===== src/rtl/fighter_controller.sv =====
// Per-player fighter controller: movement, neutral/directional attacks with recovery buffering,
// hit/block stun on local timers, health tracking and sticky KO. Advances once per video frame.
module fighter_controller #(
    parameter bit         FACING_LEFT  = 1'b0,
    parameter logic [9:0] START_X      = 10'd64,
    parameter logic [9:0] PLAYER_WIDTH = 10'd64,
    parameter logic [9:0] SPEED_FWD    = 10'd3,
    parameter logic [9:0] SPEED_BWD    = 10'd2,
    parameter int         I_START      = 5,
    parameter int         I_ACT        = 2,
    parameter int         I_REC        = 16,
    parameter int         D_START      = 4,
    parameter int         D_ACT        = 3,
    parameter int         D_REC        = 15,
    parameter int         HITSTUN_F    = 14,
    parameter int         BLOCKSTUN_F  = 12,
    parameter int         BUF_F        = 4,
    parameter int         HP_W         = 7,
    parameter int         HIT_DMG      = 10
) (
    input  logic            logic_clk,
    input  logic            reset,
    input  logic            in_left,
    input  logic            in_right,
    input  logic            attack,
    input  logic [9:0]      opp_pos_x,
    input  logic [1:0]      stunmode,
    input  logic [9:0]      screen_left_bound,
    input  logic [9:0]      screen_right_bound,
    output logic [9:0]      player_pos_x,
    output logic [3:0]      player_state,
    output logic            move_flag,
    output logic            attack_flag,
    output logic            is_directional_attack,
    output logic [HP_W-1:0] health,
    output logic            ko
);

    typedef enum logic [3:0] {
        S_IDLE      = 4'd0,
        S_FWD       = 4'd1,
        S_BWD       = 4'd2,
        S_IATK_ST   = 4'd3,
        S_IATK_ACT  = 4'd4,
        S_IATK_REC  = 4'd5,
        S_DATK_ST   = 4'd6,
        S_DATK_ACT  = 4'd7,
        S_DATK_REC  = 4'd8,
        S_HITSTUN   = 4'd9,
        S_BLOCKSTUN = 4'd10,
        S_KO        = 4'd11
    } state_t;

    localparam logic [5:0] I_ST_LAST  = 6'(I_START - 1);
    localparam logic [5:0] I_ACT_LAST = 6'(I_ACT - 1);
    localparam logic [5:0] I_REC_LAST = 6'(I_REC - 1);
    localparam logic [5:0] I_BUF_FROM = 6'(I_REC - BUF_F);
    localparam logic [5:0] D_ST_LAST  = 6'(D_START - 1);
    localparam logic [5:0] D_ACT_LAST = 6'(D_ACT - 1);
    localparam logic [5:0] D_REC_LAST = 6'(D_REC - 1);
    localparam logic [5:0] D_BUF_FROM = 6'(D_REC - BUF_F);
    localparam logic [5:0] HIT_LAST   = 6'(HITSTUN_F - 1);
    localparam logic [5:0] BLK_LAST   = 6'(BLOCKSTUN_F - 1);
    localparam logic [HP_W-1:0] DMG   = HP_W'(HIT_DMG);

    state_t          state_q, state_d;
    logic [9:0]      x_q, x_d;
    logic [5:0]      cnt_q, cnt_d;
    logic [HP_W-1:0] health_q, health_d;
    logic            buf_q, buf_d;
    logic            buf_dir_q, buf_dir_d;
    logic            reenter;

    // 12-bit arithmetic so sums of three 10-bit terms never wrap.
    logic [11:0] x_w, lb_w, rb_w, opp_w, pw_w, sf_w, sb_w;
    assign x_w   = {2'b00, x_q};
    assign lb_w  = {2'b00, screen_left_bound};
    assign rb_w  = {2'b00, screen_right_bound};
    assign opp_w = {2'b00, opp_pos_x};
    assign pw_w  = {2'b00, PLAYER_WIDTH};
    assign sf_w  = {2'b00, SPEED_FWD};
    assign sb_w  = {2'b00, SPEED_BWD};

    logic fwd_in, bwd_in, dir_any, fwd_legal, bwd_legal;
    logic [9:0] fwd_x, bwd_x;
    assign fwd_in  = FACING_LEFT ? in_left : in_right;
    assign bwd_in  = FACING_LEFT ? in_right : in_left;
    assign dir_any = in_left | in_right;
    assign fwd_legal = FACING_LEFT
        ? ((x_w > lb_w + sf_w) && (x_w > opp_w + pw_w + sf_w))
        : ((x_w + pw_w + sf_w < rb_w) && (x_w + pw_w + sf_w < opp_w));
    assign bwd_legal = FACING_LEFT ? (x_w + pw_w + sb_w < rb_w) : (x_w > lb_w + sb_w);
    assign fwd_x = FACING_LEFT ? x_q - SPEED_FWD : x_q + SPEED_FWD;
    assign bwd_x = FACING_LEFT ? x_q + SPEED_BWD : x_q - SPEED_BWD;

    logic [HP_W-1:0] hp_hit;
    state_t          hit_state;
    assign hp_hit    = (health_q > DMG) ? health_q - DMG : '0;
    assign hit_state = (hp_hit == '0) ? S_KO : S_HITSTUN;

    // A capture on the final recovery frame still counts toward the follow-up attack.
    logic [5:0] rec_last, buf_from;
    logic       cap_now, cap_buf, cap_dir;
    assign rec_last = (state_q == S_IATK_REC) ? I_REC_LAST : D_REC_LAST;
    assign buf_from = (state_q == S_IATK_REC) ? I_BUF_FROM : D_BUF_FROM;
    assign cap_now  = attack && (cnt_q >= buf_from);
    assign cap_buf  = buf_q | cap_now;
    assign cap_dir  = cap_now ? dir_any : buf_dir_q;

    always_comb begin
        state_d   = state_q;
        x_d       = x_q;
        health_d  = health_q;
        buf_d     = buf_q;
        buf_dir_d = buf_dir_q;
        reenter   = 1'b0;
        case (state_q)
            S_IDLE, S_FWD, S_BWD: begin
                if (stunmode == 2'b01) begin
                    state_d  = hit_state;
                    health_d = hp_hit;
                end else if (stunmode == 2'b10) begin
                    state_d = S_BLOCKSTUN;
                end else if (attack && dir_any) begin
                    state_d = S_DATK_ST;
                end else if (attack) begin
                    state_d = S_IATK_ST;
                end else if (bwd_in && bwd_legal) begin
                    state_d = S_BWD;
                    x_d     = bwd_x;
                end else if (fwd_in && fwd_legal) begin
                    state_d = S_FWD;
                    x_d     = fwd_x;
                end else begin
                    state_d = S_IDLE;
                end
            end
            S_IATK_ST:  if (cnt_q == I_ST_LAST)  state_d = S_IATK_ACT;
            S_IATK_ACT: if (cnt_q == I_ACT_LAST) state_d = S_IATK_REC;
            S_DATK_ST:  if (cnt_q == D_ST_LAST)  state_d = S_DATK_ACT;
            S_DATK_ACT: if (cnt_q == D_ACT_LAST) state_d = S_DATK_REC;
            S_IATK_REC, S_DATK_REC: begin
                if (stunmode == 2'b01) begin
                    state_d   = hit_state;
                    health_d  = hp_hit;
                    buf_d     = 1'b0;
                    buf_dir_d = 1'b0;
                end else if (cnt_q == rec_last) begin
                    state_d   = cap_buf ? (cap_dir ? S_DATK_ST : S_IATK_ST) : S_IDLE;
                    buf_d     = 1'b0;
                    buf_dir_d = 1'b0;
                end else if (cap_now) begin
                    buf_d     = 1'b1;
                    buf_dir_d = dir_any;
                end
            end
            S_HITSTUN: begin
                if (stunmode == 2'b01) begin
                    state_d  = hit_state;
                    health_d = hp_hit;
                    reenter  = 1'b1;
                end else if (cnt_q == HIT_LAST) begin
                    state_d = S_IDLE;
                end
            end
            S_BLOCKSTUN: begin
                if (stunmode == 2'b01) begin
                    state_d  = hit_state;
                    health_d = hp_hit;
                end else if (stunmode == 2'b10) begin
                    reenter = 1'b1;
                end else if (cnt_q == BLK_LAST) begin
                    state_d = S_IDLE;
                end
            end
            S_KO: state_d = S_KO;
            default: state_d = S_IDLE;
        endcase
    end

    always_comb begin
        cnt_d = cnt_q;
        if ((state_d != state_q) || reenter) cnt_d = 6'd0;
        else if (cnt_q != 6'd63)             cnt_d = cnt_q + 6'd1;
    end

    always_ff @(posedge logic_clk or posedge reset) begin
        if (reset) begin
            state_q   <= S_IDLE;
            x_q       <= START_X;
            cnt_q     <= 6'd0;
            health_q  <= '1;
            buf_q     <= 1'b0;
            buf_dir_q <= 1'b0;
        end else begin
            state_q   <= state_d;
            x_q       <= x_d;
            cnt_q     <= cnt_d;
            health_q  <= health_d;
            buf_q     <= buf_d;
            buf_dir_q <= buf_dir_d;
        end
    end

    assign player_pos_x          = x_q;
    assign player_state          = state_q;
    assign move_flag             = (state_q == S_FWD) || (state_q == S_BWD);
    assign attack_flag           = (state_q == S_IATK_ACT);
    assign is_directional_attack = (state_q == S_DATK_ACT);
    assign health                = health_q;
    assign ko                    = (state_q == S_KO);

endmodule

===== config.mk =====
export PLATFORM = sky130hd
export DESIGN_NAME = fighter_controller
export DESIGN_NICKNAME = d
export VERILOG_FILES = /design/src/rtl/fighter_controller.sv
export SDC_FILE = /design/constraint.sdc
export NUM_CORES = 1
export LEC_CHECK = 0
export CAP_MARGIN = 20
export CELL_PAD_IN_SITES_DETAIL_PLACEMENT = 1
export CELL_PAD_IN_SITES_GLOBAL_PLACEMENT = 2
export CORE_UTILIZATION = 33
export DETAILED_ROUTE_END_ITERATION = 8
export PLACE_DENSITY = 0.94
export SETUP_SLACK_MARGIN = 0.1
export SKIP_CTS_REPAIR_TIMING = 1
export SLEW_MARGIN = 25
export SYNTH_ARGS = -nofsm -noshare
export SYNTH_HDL_FRONTEND = slang
export SYNTH_SLANG_ARGS = --single-unit

===== constraint.sdc =====
create_clock -name logic_clk -period 6.65 [get_ports logic_clk]
set_input_delay 0.665 -clock logic_clk [delete_from_list [all_inputs] [get_ports logic_clk]]
set_output_delay 0.665 -clock logic_clk [all_outputs]
set_load 0.01 [all_outputs]

Word level (Yosys, flattened, before mapping)

Cells that the tools add are included.

Add/subtract/negate cells: 7
Magnitude comparators: 5
Equal/unequal tests: 22
Muxes and demuxes: 38
Bitwise gates (word level): 6
Reductions and logical operators: 18

Operator list:

| kind                                                 | number |
|---|---|
| 2-to-1 mux 4 bit                                     | 13 |
| one-hot mux 4 bit (9 select lines)                   | 1 |
| less-than comparator 12 x 10 -> 1 bit                | 2 |
| 2-to-1 mux 10 bit                                    | 2 |
| equality test 4 x 3 -> 1 bit (second input constant) | 4 |
| equality test 4 bit (second input constant)          | 4 |
| adder 12 x 2 -> 12 bit (second input constant)       | 1 |
| equality test 6 x 2 -> 1 bit (second input constant) | 2 |
| equality test 6 x 4 -> 1 bit (second input constant) | 2 |
| 2-to-1 mux 3 bit                                     | 4 |
| 2-to-1 mux 6 bit                                     | 2 |
| adder 10 x 2 -> 11 bit (second input constant)       | 1 |
| adder 10 x 7 -> 11 bit (second input constant)       | 1 |
| > comparator 10 x 11 -> 1 bit                        | 1 |
| 2-to-1 mux 1 bit                                     | 11 |
| adder 10 x 2 -> 10 bit (second input constant)       | 1 |
| subtractor 10 x 2 -> 10 bit (second input constant)  | 1 |
| equality test 4 x 2 -> 1 bit (second input constant) | 2 |
| > comparator 7 x 4 -> 1 bit (second input constant)  | 1 |
| zero test 7 bit                                      | 1 |
| 2-to-1 mux 7 bit                                     | 1 |
| OR reduction 7 bit                                   | 1 |
| subtractor 7 x 4 -> 7 bit (second input constant)    | 1 |
| adder 6 x 1 -> 6 bit (second input constant)         | 1 |
| 22 further kinds                                     | 35 |

Flip-flop bits (word level): 29
Output and inout port bits: 25
Logic and storage cells: 102

Depth between registers and ports, before layout

Gate-level depths: netlist (run 1).

Word-level depth: 15
Gate-level depth with buffers: 18

Worst setup path before layout (run 1)

No wires, ideal clock.

Kind: register -> register
Start point: register x_q[1], in the netlist player_pos_x[1]
End point: register cnt_q[0]
Setup time: 0.094 ns
Arrival time: 3.494 ns
Slack: 3.062 ns
Stages on the path, launching flop included: 19
Buffers on the path: 1
Clock period less this slack: 3.588 ns
Path through: dfrtp_1 > inv_1 > ha_1 > a21oi_1 > nor2_1 > and2_1 > nor2_1 > nor2_1 > xor2_1 > ha_1 > nand2_1 > or3_1 > a21oi_1 > a311oi_1 > a311oi_1 > nor3_1 > or3_1 > clkbuf_1 > a211oi_1

Cells in the longest elaborated chain, start to end: 15
Elaborated cells on any way between the ends: 19
Classes of those cells: add/sub: 2; order compare: 3; eq/ne: 1; mux: 8; reduce/logical: 5

RTL lines:

| what                                                          | line | RTL |
|---|---|---|
| from (decl)                                                   | 67   | `logic [9:0] x_q, x_d;` |
| from (signal assigned)                                        | 190  | `x_q <= START_X;` |
| from (signal assigned)                                        | 197  | `x_q <= x_d;` |
| adder 10 x 7 -> 11 bit                                        | n/a  |  |
| adder 12 x 2 -> 12 bit                                        | 91   | `: ((x_w + pw_w + sf_w < rb_w) && (x_w + pw_w + sf_w < opp_w));` |
| less-than comparator 12 x 10 -> 1 bit                         | 91   |  |
| logical AND 1 bit                                             | 91   |  |
| logical AND 1 bit                                             | 131  | `end else if (fwd_in && fwd_legal) begin` |
| 2-to-1 mux 1 bit                                              | 131  |  |
| 2-to-1 mux 2 bit (*)                                          | 128  | `end else if (bwd_in && bwd_legal) begin` |
| 2-to-1 mux 2 bit (*)                                          | 126  | `end else if (attack) begin` |
| 2-to-1 mux 3 bit (*)                                          | 124  | `end else if (attack && dir_any) begin` |
| 2-to-1 mux 4 bit (*)                                          | 122  | `end else if (stunmode == 2'b10) begin` |
| 2-to-1 mux 4 bit (*)                                          | 119  | `if (stunmode == 2'b01) begin` |
| one-hot mux 4 bit (9 select lines) (*)                        | 117  | `case (state_q)` |
| != test 4 bit (*)                                             | 183  | `if ((state_d != state_q) \|\| reenter) cnt_d = 6'd0;` |
| logical OR 1 bit (*)                                          | 183  |  |
| 2-to-1 mux 6 bit / nonzero test 2 bit (equally long branches) | n/a  |  |
| to (signal assigned)                                          | 198  | `cnt_q <= cnt_d;` |
| to (decl)                                                     | 68   | `logic [5:0] cnt_q, cnt_d;` |

Mark *: on every way between the ends. The rest lies on a longest branch, timed or not.
A chain may end at the register's enable or synchronous reset.

Final worst setup path (run 1)

Start point: register x_q[1], in the netlist player_pos_x[1]
End point: register cnt_q[1]

Same word-level chain as after synthesis.

==> out/metrics.csv, run 1 <==
metric;value;unit
antenna_cells;0;
hold_violations;0;
io_pins;62;
die_area;10400;µm²
yosysTopAreaCell;ha_1;
grt_overflow;0;
clk-insertion-delay-late;290;ps
path_max_fanout;6;
synth.avg_cell_area;7.99;µm²
post-dp-hpwl;7460;µm
crit_family;compound AO/OA/AOI/OAI gates;
synth_area_leaders;ha_1, dfrtp_1, dfstp_2, inv_1, nor2_1;
ir_drop;0.000104;V
crit_cells;17;
first_pass_iters;4;
syn2layout_area_growth;25.2;%
synth_adder_area_share;0.166;
antenna_found_initial;0;
drtIter0Drc;101;
tightest_slew;741;ps
gp_congestion;0.829;
clk_pin_slew;70;ps
regArea;736;µm²
numCtsBuffers;5;
arrival;4460;ps
fillers;1177;
postLayoutSetupSlackWorst;2380;ps
synth_flop_cell;dfrtp_1;
grt_max_degree;30;
grt_pass1_vias;3428;
synthDistinctLibCells;69;
vias_per_cell;5.45;
clk_path_buf_depth;2;
vias;3268;
cp.required;6840;ps
async_flop_share;1.00;
grt_pass1_wl;16400;µm
cp_slowest_cell;a311oi_1;
period_minus_slack;4270;ps
port_buffers;61;
cp.buffers_inverters;1;
fp.dieH;102;µm
hold_slack;467;ps
hold_class;reg -> reg;
max_cap_violations;0;
final_nets;547;
design.core.area;9770;µm²
syn-num-nets;496;
finalSetupViolations;0;
end_kind;flop;
synthCells;415;
cts_tree;built;
crit_path_max_incr_delay;650;ps
cp_cell_sequence;inv_1 -> ha_1 -> a21oi_1 -> nor2_1 -> and2_1 -> nor2_1 -> nor2_1 -> xor2_1 -> ha_1 -> a22oi_1 -> and3_1 -> o221ai_1 -> a311oi_1 -> a311oi_1 -> nor4_1 -> o21ai_1 -> a211oi_1;
synth_edf_count;0;
die_w;102;µm
status;finished, final reports clean;
timing.fmax;234;MHz
wl;9590;µm
min_path_cells;1;
timing.slew.headroom;0.502;
grtUsageTotal;0.196;
crit_top_cell;nor2_1;
ys_seq_area_frac;0.222;
yosys_register_bits;29;
synth_compound_area_frac;0.221;
netlist_area;3310;µm²
drtAntennaViolNets;0;
powerDensity;299;nW/µm²
cts_htree_levels;2;
rsz0062_at_grt;no;
clock_skew;7.66;ps
yosys.area.top_type_share;0.166;
slew_violations;0;
post_drt_wl_per_cell;16.0;µm
start_util;0.339;
synth_top_family_by_area;simple AND/OR/NAND/NOR gates;
cp-start-kind;flop;
rows;36;
synthXorXnorAreaFrac;0.0581;
drive_gt1_frac;0.0707;
setup-tns-final;0;ps
p_leak;0.00173;µW
clock-root-buffer;clkbuf_8;
synth-simple-area-share;0.254;
drc;0;
synthMuxAreaShare;0.00906;
crit_type;reg -> reg;
pre_cts_ws;2200;ps
multi_input_area;2350;µm²
yosys_warnings;0;
reg2regPathDepth;17;
cts.sinks;29;
fin_crit_sh;0.643;
cell type report:
cell class / instances / area share
timing repair buffer: 63 / 0.151
clock buffer: 5 / 0.0166
sequential: 29 / 0.177
multi-input combinational: 331 / 0.567
tap: 133 / 0.0401
inverter: 36 / 0.0326
clock inverter: 3 / 0.0157
cell usage in the layout (no fill, tap or decap), types with 9 or more instances in the layout:
| cell | count |
|---|---|
| inv_1 | 36 |
| a21oi_1 | 23 |
| nand4_1 | 10 |
| nor3_1 | 10 |
| nand2_1 | 29 |
| nor2_1 | 32 |
| clkdlybuf4s50_1 | 61 |
| dfrtp_1 | 21 |
| xor2_1 | 9 |
| o21ai_0 | 22 |
| xnor2_1 | 13 |
| ha_1 | 44 |
| nand3_1 | 21 |
worst reg2reg max path, stage by stage (launching register included):
cell	delay [ps]
dfrtp_1	420
inv_1	130
ha_1	220
a21oi_1	220
nor2_1	100
and2_1	190
nor2_1	170
nor2_1	90
xor2_1	190
ha_1	290
a22oi_1	190
and3_1	170
o221ai_1	110
a311oi_1	650
a311oi_1	300
nor4_1	230
o21ai_1	210
a211oi_1	310
power breakdown:
group	total (µW)	leakage [µW]	internal, µW	switching (µW)
sequential	325	0.000360	213	112
clock	221	0.0000681	149	72.5
combinational	696	0.00130	314	382
total	1240	0.00173	676	566
synthesized netlist by cell type (10+ instances only):
master / n
ha_1: 44
inv_1: 36
nor2_1: 32
nand2_1: 29
a21oi_1: 23
o21ai_0: 22
dfrtp_1: 21
nand3_1: 21
xnor2_1: 13
clkbuf_1: 10
nand4_1: 10
nor3_1: 10
per-layer routing:
metal	GRT usage	part of all wire
met5	0	0
met4	0.0396	0.0098
met1	0.261	0.47
met2	0.338	0.49
met3	0.0287	0.031
flip-flops by register name, summed over array words and instances, names as in the netlist:
name and count:
buf_q 1, buf_dir_q 1, cnt_q 6, player_pos_x 10, health 7, player_state 4
cells by family (layout without fill, tap and decap cells):
| kind of cell | after synthesis | in the layout |
|---|---|---|
| simple gates | 157 | 157 |
| compound gates | 105 | 105 |
| buf+inv | 55 | 107 |
| fa+ha+maj | 44 | 44 |
| flops | 29 | 29 |
| xor+xnor | 22 | 22 |
| mux | 3 | 3 |
metrics by stage:
step	utilization	cell area (µm²)	instances	total power, µW
after floorplan	-	3310	415	773
after global placement	0.410	4010	592	991
after detailed placement	0.410	4010	592	1020
after CTS	0.424	4140	600	1250
after global routing	0.425	4150	600	1350
final	0.425	4150	600	1240
worst paths after layout:
check | to | from | slack (ps)
worst max-delay path | cnt_q[1] | player_pos_x[1] | 2380
worst min-delay path | health[0] | health[0] | 470
worst max register to register | cnt_q[1] | player_pos_x[1] | 2380
worst min register to register | health[0] | health[0] | 470
max in group asynchronous | health[5] | reset | 5550
min in group asynchronous | player_pos_x[9] | reset | 770
(Power assumes the default switching activity.)
==> inputs of run 2 (changes only) <==
CORE_UTILIZATION = 31   (was 33)
PLACE_DENSITY = 0.89   (was 0.94)
clock period = 3.95 ns   (was 6.65 ns; I/O delays follow)
==> run 2 against run 1 <==
Die area grew 6.3%; first-iteration DRC count grew 44%; clock power grew 30%; combinational power grew 120%; setup slack lost 2100 ps; flip-flop and latch count is the same; critical endpoint is now cnt_q[5].
==> out/metrics.csv, run 2 (same netlist as run 1, synthesis figures left out) <==
metric;value;unit;change
clock_skew;10.0;ps;was 7.66 ps
rows;37;;was 36
vias;3366;;was 3268
drc;0;;unchanged
postLayoutSetupSlackWorst;252;ps;was 2380 ps
rsz0062_at_grt;no;;unchanged
die_area;11100;µm²;was 10400 µm²
grt_overflow;0;;unchanged
rr_endpoint;cnt_q[5];;was cnt_q[1]
grt_max_degree;30;;unchanged
final_nets;566;;was 547
antenna_found_initial;0;;unchanged
cp.required;4150;ps;was 6840 ps
syn2layout_area_growth;32.3;%;was 25.2%
cts.sinks;29;;unchanged
powerDensity;510;nW/µm²;was 299 nW/µm²
start_util;0.321;;was 0.339
finalSetupViolations;0;;unchanged
cts_tree;built;;unchanged
end_kind;flop;;unchanged
final_common_cell;clkdlybuf4s50_1;;unchanged
grt_pass1_vias;3523;;was 3428
arrival;3900;ps;was 4460 ps
ir_drop;0.000156;V;was 0.000104 V
fp.dieH;105;µm;was 102 µm
grt_pass1_wl;17300;µm;was 16400 µm
clk-insertion-delay-late;290;ps;about the same
antenna_cells;0;;unchanged
hold_violations;0;;unchanged
reg2reg_from;player_pos_x[1];;unchanged
cts_htree_levels;2;;unchanged
port_buffers;61;;unchanged
timing.fmax;270;MHz;was 234 MHz
drtIter0Drc;145;;was 101
grtUsageTotal;0.192;;was 0.196
design.core.area;10300;µm²;was 9770 µm²
post_drt_wl_per_cell;16.6;µm;was 16.0 µm
fin_area;4380;µm²;was 4150 µm²
clock-root-buffer;clkbuf_8;;unchanged
mostFrequentLayoutCells;clkdlybuf4s50_1, ha_1, inv_1;;unchanged
clk_path_buf_depth;2;;unchanged
drive_gt1_frac;0.154;;was 0.0707
largest_reg_flops;10;;unchanged
clk_pin_slew;70;ps;about the same
io_pins;62;;unchanged
die_w;105;µm;was 102 µm
finalPower;2230;µW;was 1240 µW
gp_congestion;0.828;;was 0.829
p_leak;0.00183;µW;was 0.00173 µW
crit_path_max_incr_delay;440;ps;was 650 ps
fin_crit_sh;0.936;;was 0.643
drtAntennaViolNets;0;;unchanged
cp_slowest_cell;or3_4;;was a311oi_1
path_max_fanout;6;;unchanged
cp-start-kind;flop;;unchanged
cp.buffers_inverters;3;;was 1
reg2regPathDepth;18;;was 17
vias_per_cell;5.41;;was 5.45
hold_class;reg -> reg;;unchanged
crit_family;simple AND/OR/NAND/NOR gates;;was compound AO/OA/AOI/OAI gates
holdPathEnd;health[0];;unchanged
pre_cts_ws;-51.2;ps;was 2200 ps
crit_type;reg -> reg;;unchanged
min_from;health[0];;unchanged
timing.slew.headroom;0.601;;was 0.502
fin_util;0.425;;about the same
first_pass_iters;6;;was 4
status;finished, final reports clean;;unchanged
max_cap_violations;0;;unchanged
numCtsBuffers;5;;unchanged
cp_cell_sequence;inv_2 -> ha_1 -> nor2b_4 -> nand2_2 -> nor2_4 -> o21ai_0 -> xnor2_1 -> ha_1 -> nand2_2 -> or3_4 -> a21oi_4 -> a311oi_2 -> buf_4 -> a311oi_2 -> buf_4 -> nor3_1 -> or3_4 -> a211oi_2;;was inv_1 -> ha_1 -> a21oi_1 -> nor2_1 -> and2_1 -> nor2_1 -> nor2_1 -> xor2_1 -> ha_1 -> a22oi_1 -> and3_1 -> o221ai_1 -> a311oi_1 -> a311oi_1 -> nor4_1 -> o21ai_1 -> a211oi_1
slew_violations;0;;unchanged
post-dp-hpwl;8030;µm;was 7460 µm
period_minus_slack;3700;ps;was 4270 ps
reg2reg_slack;250;ps;was 2380 ps
wl;10300;µm;was 9590 µm
min_path_cells;1;;unchanged
tightest_slew;583;ps;was 741 ps
placed_area;4130;µm²;was 4010 µm²
-- run 2: cell count changes in the layout (fill, tap and decap cells not counted), moves of 4 or more --
cell,change
buf_4,+19
nor2_1,-4
a211oi_1,-4
a211oi_2,+4
-- run 2: worst max-delay path by stage --
stage                         start  endpoint  cells after the start
global placement    player_pos_x[1]  cnt_q[4]                     19
detailed placement  player_pos_x[1]  cnt_q[4]                     19
global route        player_pos_x[1]  cnt_q[5]                     18
CTS                 player_pos_x[1]  cnt_q[4]                     19
floorplan           player_pos_x[1]  cnt_q[0]                     18
finish              player_pos_x[1]  cnt_q[5]                     18
-- run 2: final cells by class --
| class | instances | area (µm²) |
|---|---|---|
| Clock buffer | 7 | 96.3 |
| Clock inverter | 1 | 5.00 |
| Fill cell | 1244 | 5940 |
| Inverter | 36 | 135 |
| Multi-Input combinational cell | 331 | 2470 |
| Sequential cell | 29 | 737 |
| Tap cell | 136 | 170 |
| Timing Repair Buffer | 82 | 768 |
-- run 2: layer usage --
metal  global-route usage  wire length, µm  vias up
met5                    0                0        -
met4               0.0453              184        0
met3               0.0254              289       16
met2                0.350             5220       51
met1                0.238             4630     1650
li1                     -                -     1649
-- run 2: per-stage QoR --
stage                     std cells  hold slack (ps)  setup TNS [ps]
after CTS                       618              470            -306
after global routing            622              491               0
after detailed placement        610              460           -57.8
after global placement          610              460               0
final                           622              468               0
after floorplan                 415              467               0
-- run 2: worst reg2reg max path: stages (launching register included) --
cell and delay [ps]:
dfrtp_1 410, inv_2 80, ha_1 250, nor2b_4 170, nand2_2 80, nor2_4 120
o21ai_0 110, xnor2_1 190, ha_1 300, nand2_2 50, or3_4 370, a21oi_4 130
a311oi_2 60, buf_4 180, a311oi_2 220, buf_4 180, nor3_1 50, or3_4 440
a211oi_2 220
-- run 2: report_power, final --
group | total (µW) | switching, µW | internal [µW] | leakage (µW)
Sequential | 431 | 69.8 | 361 | 0.000359
Clock | 287 | 129 | 158 | 0.0000542
Combinational | 1520 | 861 | 655 | 0.00141
Total | 2230 | 1060 | 1170 | 0.00183
